File: src/rtl/dmfb_phase_timer.sv
//============================================================================
// Module  : dmfb_phase_timer
// Brief   : Electrode-phase timer with four selectable periods, burst length,
//           pause, graceful stop, tick/done strobes and a period counter.
// Config  : DMFB_TIMER_MODE_SAFE_EN - defer modeSel changes to a period wrap.
// Revision: 1.0 - initial release
//============================================================================
`default_nettype none

module dmfb_phase_timer #(
  parameter int WIDTH   = 28,
  parameter int PERIOD0 = 3000000,
  parameter int PERIOD1 = 200000000,
  parameter int PERIOD2 = 6000000,
  parameter int PERIOD3 = 100000000,
  parameter int CNT_W   = 16
) (
  input  logic             clockIn,
  input  logic             reset_t,
  input  logic             start,
  input  logic             stop,
  input  logic             enable,
  input  logic [1:0]       modeSel,
  input  logic [CNT_W-1:0] burstLen,
  output logic             clockOut,
  output logic             tick,
  output logic             done,
  output logic             busy,
  output logic [CNT_W-1:0] periodCount
);

  // Periods below 2 cannot produce both a low and a high phase.
  localparam int c_P0 = (PERIOD0 < 2) ? 2 : PERIOD0;
  localparam int c_P1 = (PERIOD1 < 2) ? 2 : PERIOD1;
  localparam int c_P2 = (PERIOD2 < 2) ? 2 : PERIOD2;
  localparam int c_P3 = (PERIOD3 < 2) ? 2 : PERIOD3;

  typedef enum logic [0:0] {
    S_IDLE = 1'b0,
    S_RUN  = 1'b1
  } state_t;

  state_t           r_state;
  state_t           w_stateNext;
  logic [WIDTH-1:0] r_counter;
  logic [WIDTH-1:0] w_counterNext;
  logic [WIDTH-1:0] w_period;
  logic [WIDTH-1:0] w_half;
  logic [1:0]       r_mode;
  logic [1:0]       w_modeNext;
  logic [1:0]       w_wrapMode;
  logic [CNT_W-1:0] r_burstLen;
  logic [CNT_W-1:0] w_burstNext;
  logic [CNT_W-1:0] w_countNext;
  logic [CNT_W-1:0] w_countIncr;
  logic             r_stopPend;
  logic             w_stopNext;
  logic             w_clockNext;
  logic             w_tickNext;
  logic             w_doneNext;
  logic             w_modeRestart;
  logic             w_burstEnd;

  always_comb begin
    w_period = WIDTH'(c_P0);
    case (r_mode)
      2'd0:    w_period = WIDTH'(c_P0);
      2'd1:    w_period = WIDTH'(c_P1);
      2'd2:    w_period = WIDTH'(c_P2);
      default: w_period = WIDTH'(c_P3);
    endcase
  end

  assign w_half      = w_period >> 1;
  assign w_countIncr = periodCount + CNT_W'(1);
  assign w_burstEnd  = ((r_burstLen != '0) && (w_countIncr == r_burstLen))
                       || r_stopPend || stop;
  assign busy        = (r_state == S_RUN);

  always_comb begin
`ifdef DMFB_TIMER_MODE_SAFE_EN
    w_modeRestart = 1'b0;
    w_wrapMode    = modeSel;
`else
    w_modeRestart = (modeSel != r_mode);
    w_wrapMode    = r_mode;
`endif
  end

  always_comb begin
    w_stateNext   = r_state;
    w_counterNext = r_counter;
    w_clockNext   = clockOut;
    w_tickNext    = 1'b0;
    w_doneNext    = 1'b0;
    w_countNext   = periodCount;
    w_modeNext    = r_mode;
    w_burstNext   = r_burstLen;
    w_stopNext    = r_stopPend;
    case (r_state)
      S_IDLE: begin
        // A stop arriving with start is dropped here.
        w_stopNext = 1'b0;
        if (start) begin
          w_modeNext    = modeSel;
          w_burstNext   = burstLen;
          w_counterNext = '0;
          w_clockNext   = 1'b0;
          w_countNext   = '0;
          w_stateNext   = S_RUN;
        end
      end
      default: begin
        if (stop) w_stopNext = 1'b1;
        if (enable) begin
          if (w_modeRestart) begin
            w_modeNext    = modeSel;
            w_counterNext = '0;
            w_clockNext   = 1'b0;
          end else if (r_counter == w_period - WIDTH'(1)) begin
            w_tickNext    = 1'b1;
            w_countNext   = w_countIncr;
            w_counterNext = '0;
            w_clockNext   = 1'b0;
            w_modeNext    = w_wrapMode;
            if (w_burstEnd) begin
              w_doneNext  = 1'b1;
              w_stopNext  = 1'b0;
              w_stateNext = S_IDLE;
            end
          end else begin
            w_counterNext = r_counter + WIDTH'(1);
            w_clockNext   = (w_counterNext >= w_half);
          end
        end
      end
    endcase
  end

  always_ff @(posedge clockIn or negedge reset_t) begin
    if (!reset_t) begin
      r_state     <= S_IDLE;
      r_counter   <= '0;
      r_mode      <= 2'd0;
      r_burstLen  <= '0;
      r_stopPend  <= 1'b0;
      clockOut    <= 1'b0;
      tick        <= 1'b0;
      done        <= 1'b0;
      periodCount <= '0;
    end else begin
      r_state     <= w_stateNext;
      r_counter   <= w_counterNext;
      r_mode      <= w_modeNext;
      r_burstLen  <= w_burstNext;
      r_stopPend  <= w_stopNext;
      clockOut    <= w_clockNext;
      tick        <= w_tickNext;
      done        <= w_doneNext;
      periodCount <= w_countNext;
    end
  end

endmodule

`default_nettype wire

File: config.mk
export PLATFORM = sky130hd
export DESIGN_NAME = dmfb_phase_timer
export DESIGN_NICKNAME = d
export VERILOG_FILES = /design/src/rtl/dmfb_phase_timer.sv
export SDC_FILE = /design/constraint.sdc
export NUM_CORES = 1
export LEC_CHECK = 0
export CELL_PAD_IN_SITES_DETAIL_PLACEMENT = 2
export CELL_PAD_IN_SITES_GLOBAL_PLACEMENT = 2
export CORE_MARGIN = 4
export CORE_UTILIZATION = 33
export DETAILED_ROUTE_END_ITERATION = 7
export GPL_TIMING_DRIVEN = 0
export HOLD_SLACK_MARGIN = 0.03
export PLACE_DENSITY_LB_ADDON = 0.1
export SLEW_MARGIN = 40
export SYNTH_ARGS = -nofsm -noshare
export SYNTH_HDL_FRONTEND = slang
export SYNTH_SLANG_ARGS = --single-unit
File: constraint.sdc
create_clock -name clockIn -period 3.3 [get_ports clockIn]
set_input_delay 0.825 -clock clockIn [delete_from_list [all_inputs] [get_ports clockIn]]
set_output_delay 0.825 -clock clockIn [all_outputs]
set_load 0.005 [all_outputs]
==> results.tsv, run 1 <==
stage	metric	value	unit
timing	drv_slew	0	
timing	rsz0062_at_grt	yes	
run_status	failed_checks	negative setup slack	
critical_path	max_stage_delay	350	ps
run_status	status	finished with violations	
timing	skew	7.52	ps
timing	slew_headroom	51.6	%
drt	viasPerCell	5.68	
finish	n_antenna_cell	0	
die	rows	42	
die	fp.dieH	126	um
die	die-area	15900	um^2
placement	gp_congestion	0.832	
critical_path	crit_chain	buf_6, nand4_1, buf_4, buf_4, buf_4, buf_4, buf_4, buf_4, buf_4, buf_4, buf_4, buf_4, buf_4, nor4_4, xnor2_1, nor2_1, a21oi_1, o311ai_2, a22o_1	
critical_path	cp.arrival	3540	ps
drt	drc_errors	0	
finish	n_fill_cell	1443	
drt	via_count	4280	
timing	hold_ws	351	ps
critical_path	crit_top_cell	buf_4	
finish	fin_nets	624	
critical_path	timing.rr.end	clockOut	
logic_synthesis	ys_seq_area_share	36.4	%
timing	fmax	303	MHz
placement	post-dp-hpwl	11500	um
cts	cts_max_path_buffers	2	
grt	grt_pass1_wl	26300	um
cts	cts_sinks	67	
grt	grt_antenna_before_repair	0	
drt	drtIter0Drc	186	
critical_path	required	3540	ps
drt	ant_nets	0	
timing	worst_pin_slew	726	ps
cts	htreeDepth	3	
grt	busiest_layer	met2	
die	die_w	126	um
critical_path	path_buf_inv	12	
drt	first_pass_iters	4	
grt	grt.total_usage	21.1	%
min_path	hold_path.class	primary input to async pin	
cts	clk_pin_slew	60	ps
grt	grt_pass1_vias	4629	
drt	wl_per_cell	22.4	um
die	initial_core_util	34.2	%
finish	drive_above_1_share	21.1	%
power_and_ir_drop	power	2.31	mW
grt	grt_util_met1	24.3	%
critical_path	worst_r2r_path_depth	19	
logic_synthesis	postSynthCellCount	494	
cts	cts_buffers	9	
logic_synthesis	synth_seq_cells	67	
critical_path	cp.depth	19	
critical_path	rrSetupSlack	-2	ps
timing	min_period_over_period	100	%
drt	wl	16900	um
power_and_ir_drop	p_leak	2.67	nW
job	maxCapViolCount	0	
logic_synthesis	syn_avg_cell_area	9.32	um^2
logic_synthesis	yosysUniqueCellTypes	59	
logic_synthesis	ys.warnings.count	0	
power_and_ir_drop	ir_drop	0.247	mV
finish	area_growth	29.8	%
cts	clock_tree.root_cell	clkbuf_16	
grt	gr-usage-met2	38.4	%
timing	finalSetupViolCount	1	
logic_synthesis	synth_nets	545	
critical_path	startpoint_type	flop	
critical_path	crit-reg2reg-launch	r_counter[8]	
cts	cts_tree	built	
critical_path	cp_max_fo	6	
critical_path	crit_type	flop to flop	
timing	hold_viol	0	
placement	port_buffers	42	
cts	insertion_delay	350	ps
timing	setup_slack	-1.91	ps
die	ios	43	
die	core-area	13500	um^2
critical_path	end_kind	flop	
grt	grt_max_degree	38	
critical_path	slowest_stage	dfrtp_1	
power_and_ir_drop	power_density	387	nW/um^2
logic_synthesis	synth_area	4600	um^2
timing	min_period	3300	ps
grt	globalRouteOverflowTotal	0	
critical_path	crit_family	buffers and inverters	
grt	use_met3	4.06	%
report_power, final:
group	leakage [nW]	internal, mW	switching (mW)	total (mW)
Combinational	1.63	0.137	0.176	0.313
Clock	0.158	0.706	0.400	1.11
Sequential	0.883	0.852	0.0412	0.893
Total	2.67	1.70	0.617	2.31
worst reg2reg max path: stages (launching register included):
cell and delay (ps):
dfrtp_1 350, buf_6 120, nand4_1 170, buf_4 190, buf_4 120, buf_4 130, buf_4 130, buf_4 140
buf_4 130, buf_4 130, buf_4 140, buf_4 120, buf_4 120, buf_4 130, nor4_4 240, xnor2_1 170
nor2_1 70, a21oi_1 250, o311ai_2 130, a22o_1 210
cells by family (layout without fill, tap and decap cells):
kind of cell    after synthesis  after routing  share of synthesized area (%)
compound gates              121            121                           17.5
xor+xnor                     53             53                           10.1
fa+ha+maj                    28             28                           7.61
buf+inv                      37            121                           3.64
flops                        67             67                           36.4
mux                          18             18                           4.40
simple gates                170            170                           20.3
routing by layer:
layer	wire length (um)	part of all wire (%)
met1	6850	41
met2	8790	52
met3	629	3.7
met4	601	3.6
met5	0	0
per-stage QoR:
| step | area (um^2) | util [%] | worst slack [ps] | std cells | TNS [ps] |
|---|---|---|---|---|---|
| floorplan | 4600 | - | 193 | 494 | 0 |
| global placement | 5240 | 39.0 | -1190 | 712 | -80580 |
| detailed placement | 5260 | 39.1 | -995 | 713 | -1010 |
| CTS | 5740 | 42.7 | 1.15 | 739 | 0 |
| global route | 5970 | 44.4 | -114 | 754 | -153 |
| finish | 5970 | 44.4 | -1.91 | 754 | -1.91 |
synth_stat cells, drive strengths merged:
cell	n	area, um^2
nand3b	1	7.51
nor3	8	40.0
mux2	18	203
ha	28	350
o21ba	1	10.0
o311ai	1	8.76
o21bai	1	7.51
or3	2	12.5
o221ai	1	8.76
o31ai	21	178
nor3b	3	22.5
nand3	25	130
a22o	11	96.3
nand4	12	81.3
a21oi	14	77.6
o41ai	1	16.3
and3	19	119
and2	2	12.5
a31oi	5	31.3
buf	12	73.8
o22ai	4	25.0
nand2b	2	12.5
nor4b	1	15.0
o21ai	49	249
a211o	1	8.76
nor2	32	123
a41oi	1	8.76
o211a	1	10.0
inv	12	45.0
xnor2	35	307
nand2	33	124
and3b	2	17.5
nor2b	8	50.1
and4	2	17.5
or4	2	18.8
and4b	1	10.0
a21o	6	45.0
o2111ai	1	8.76
nand4b	2	17.5
clkbuf	13	48.8
and2b	2	15.0
nor4	11	90.1
xor2	18	158
o21a	2	15.0
dfrtp	67	1680
state kept, by name, indices dropped and copies added, names as in the netlist:
register and count:
done 1, r_stopPend 1, r_mode 2, r_counter 28
busy 1, periodCount 16, clockOut 1, tick 1
r_burstLen 16
area by class of cell:
| type | count | area [um^2] | area share [%] |
|---|---|---|---|
| plain buffers | 22 | 128 | 2.14 |
| clock buffers | 11 | 253 | 4.23 |
| clock inverters | 5 | 83.8 | 1.40 |
| inverters | 12 | 45.0 | 0.754 |
| multi-input cells | 390 | 2910 | 48.6 |
| flip-flops and latches | 67 | 1690 | 28.2 |
| well taps | 176 | 220 | 3.69 |
| repair buffers | 71 | 652 | 10.9 |
timing repair:
action,4_1_cts,5_1_grt
endpoints found under the hold margin,0,0
hold buffers,0,0
resized for setup,20,28
pin swaps,4,9
setup endpoints to repair,13,26
setup buffers,13,15
worst max-delay path by stage:
stage / from / end / slack (ps)
after floorplan: r_counter[0] / clockOut / 190
after global placement: reset_t / r_counter[19] / -1190
after detailed placement: r_counter[0] / clockOut / -1000
after CTS: r_counter[0] / clockOut / 1
after global routing: r_counter[9] / clockOut / -110
final: r_counter[8] / clockOut / -2
placed cells by master (no fill, tap or decap), types with 22 or more instances in the layout:
cell             instances
o21ai_1                 22
xnor2_1                 34
clkdlybuf4s50_1         41
nand2_1                 30
o21ai_0                 26
ha_1                    27
buf_4                   31
nand3_1                 22
dfrtp_1                 59
nor2_1                  29
No activity file was read; power rests on OpenSTA's default activity.
==> run 2, diff against run 1 <==
Settings changed: CORE_UTILIZATION 33 to 37, SKIP_LAST_GASP from default to 1.
Clock period 3.3 ns to 3.2 ns, I/O delays scaled along.
==> results.tsv, run 2 (same netlist as run 1, synthesis figures left out) <==
stage	metric	value	unit
die	die-area	14300	um^2
drt	wl	15900	um
drt	via_count	4215	
timing	min_period_over_period	99.9	%
drt	first_pass_iters	4	
cts	cts_buffers	9	
finish	fin_nets	621	
timing	drv_slew	0	
grt	grt_pass1_wl	25700	um
die	core-area	12100	um^2
timing	rsz0062_at_grt	yes	
drt	viasPerCell	5.67	
die	fp.dieH	120	um
finish	drive_above_1_share	21.4	%
cts	clock_tree.root_cell	clkbuf_16	
timing	hold_viol	0	
timing	fmax	313	MHz
critical_path	worst_r2r_path_depth	14	
timing	finalSetupViolCount	0	
finish	area_growth	28.4	%
drt	wl_per_cell	21.4	um
die	rows	40	
critical_path	rrSetupSlack	5	ps
power_and_ir_drop	p_comb_share	13.7	%
critical_path	startpoint_type	flop	
timing	setup_slack	4.57	ps
cts	cts_tree	built	
placement	dp_slack	-1030	ps
critical_path	path_buf_inv	1	
drt	drc_errors	0	
die	ios	43	
grt	grt.total_usage	23.1	%
critical_path	crit_chain	buf_4, nand4_1, nor4_4, nand2_2, nor2_1, xor2_1, ha_1, a21o_1, a21o_1, a21oi_1, nand2_2, nor4_4, o311ai_1, a22o_1	
critical_path	crit_type	flop to flop	
finish	n_antenna_cell	0	
placement	post-dp-hpwl	11400	um
critical_path	max_stage_delay	340	ps
placement	port_buffers	42	
finish	postLayoutCellArea	5910	um^2
cts	htreeDepth	3	
cts	holdBufCountCts	0	
critical_path	timing.rr.end	clockOut	
power_and_ir_drop	power	2.29	mW
power_and_ir_drop	seqPwrFrac	40.2	%
finish	largest_reg_flops	28	
timing	hold_ws	329	ps
critical_path	end_kind	flop	
drt	drtIter0Drc	195	
critical_path	required	3430	ps
grt	grt_pass1_vias	4673	
finish	reg_top3	r_counter x28, periodCount x16, r_burstLen x16	
die	initial_core_util	38.0	%
finish	final_common_cell	dfrtp_1	
cts	cts_sinks	67	
timing	worst_pin_slew	666	ps
placement	gp_congestion	0.819	
timing	slew_headroom	55.6	%
timing	min_period	3200	ps
power_and_ir_drop	switching_share	26.5	%
power_and_ir_drop	p_leak	2.64	nW
finish	top_register	r_counter	
grt	grt_max_degree	37	
power_and_ir_drop	power_frac_clock	46.1	%
critical_path	cp.depth	14	
cts	cts_max_path_buffers	2	
grt	grt_antenna_before_repair	0	
grt	globalRouteOverflowTotal	0	
timing	skew	7.05	ps
finish	n_fill_cell	1318	
critical_path	cp_max_fo	7	
job	maxCapViolCount	0	
run_status	status	finished clean	
min_path	hold_path.class	primary input to async pin	
drt	ant_nets	0	
critical_path	slowest_stage	dfrtp_1	
power_and_ir_drop	ir_drop	0.255	mV
power_and_ir_drop	switchingPower	0.607	mW
critical_path	crit_family	simple AND/OR/NAND/NOR gates	
finish	final_cell_mix	56 x dfrtp_1, 41 x clkdlybuf4s50_1, 35 x xnor2_1	
critical_path	crit-reg2reg-launch	r_counter[8]	
critical_path	cp.arrival	3420	ps
power_and_ir_drop	power_density	388	nW/um^2
power_and_ir_drop	power.internal	1.68	mW
cts	clk_pin_slew	60	ps
cts	insertion_delay	340	ps
finish	postLayoutCoreUtil	48.8	%
placement	place_area	5250	um^2
die	die_w	120	um
## run 2: power groups by stage
stage	clock (mW)	combinational, mW	sequential (mW)
6_report	1.06	0.314	0.920
5_1_grt	1.13	0.348	0.926
4_1_cts	1.08	0.307	0.918
3_5_place_dp	0	0.297	0.933
3_3_place_gp	0	0.279	0.931
2_1_floorplan	0	0.178	0.920
## run 2: metrics by stage
stage / instances / TNS [ps]
2_1_floorplan: 494 / 0
3_3_place_gp: 704 / -82380
3_5_place_dp: 705 / -1910
4_1_cts: 737 / -17.7
5_1_grt: 743 / -182
6_report: 743 / 0
## run 2: worst max-delay path by stage
| stage | slack, ps | endpoint | from |
|---|---|---|---|
| floorplan | 90 | clockOut | r_counter[0] |
| global placement | -1220 | r_counter[18] | reset_t |
| detailed placement | -1030 | clockOut | r_counter[0] |
| CTS | -20 | clockOut | r_counter[8] |
| global route | -160 | clockOut | r_counter[8] |
| finish | 5 | clockOut | r_counter[8] |
## run 2: area by class of cell
type / instances / area, um^2 / share of cell area (%)
Sequential cell: 67 / 1690 / 28.6
Multi-Input combinational cell: 390 / 2890 / 48.9
Clock buffer: 12 / 267 / 4.51
Clock inverter: 4 / 47.5 / 0.805
Inverter: 12 / 47.5 / 0.805
Timing Repair Buffer: 68 / 629 / 10.7
Buffer: 22 / 126 / 2.14
Tap cell: 168 / 210 / 3.56
## run 2: repair_timing
action                     CTS  global route
cloned                       0             0
pin swaps                    5             4
setup endpoints to repair   22            27
buffers inserted            19             6
resized for setup           25            25
## run 2: layer usage
metal | track usage, % | share of wire [%] | vias to the layer above
li1 | - | - | 1960
met1 | 27.2 | 41 | 2140
met2 | 41.1 | 52 | 85
met3 | 5.09 | 3.5 | 30
met4 | 8.59 | 2.9 | 0
met5 | 0 | 0 | -
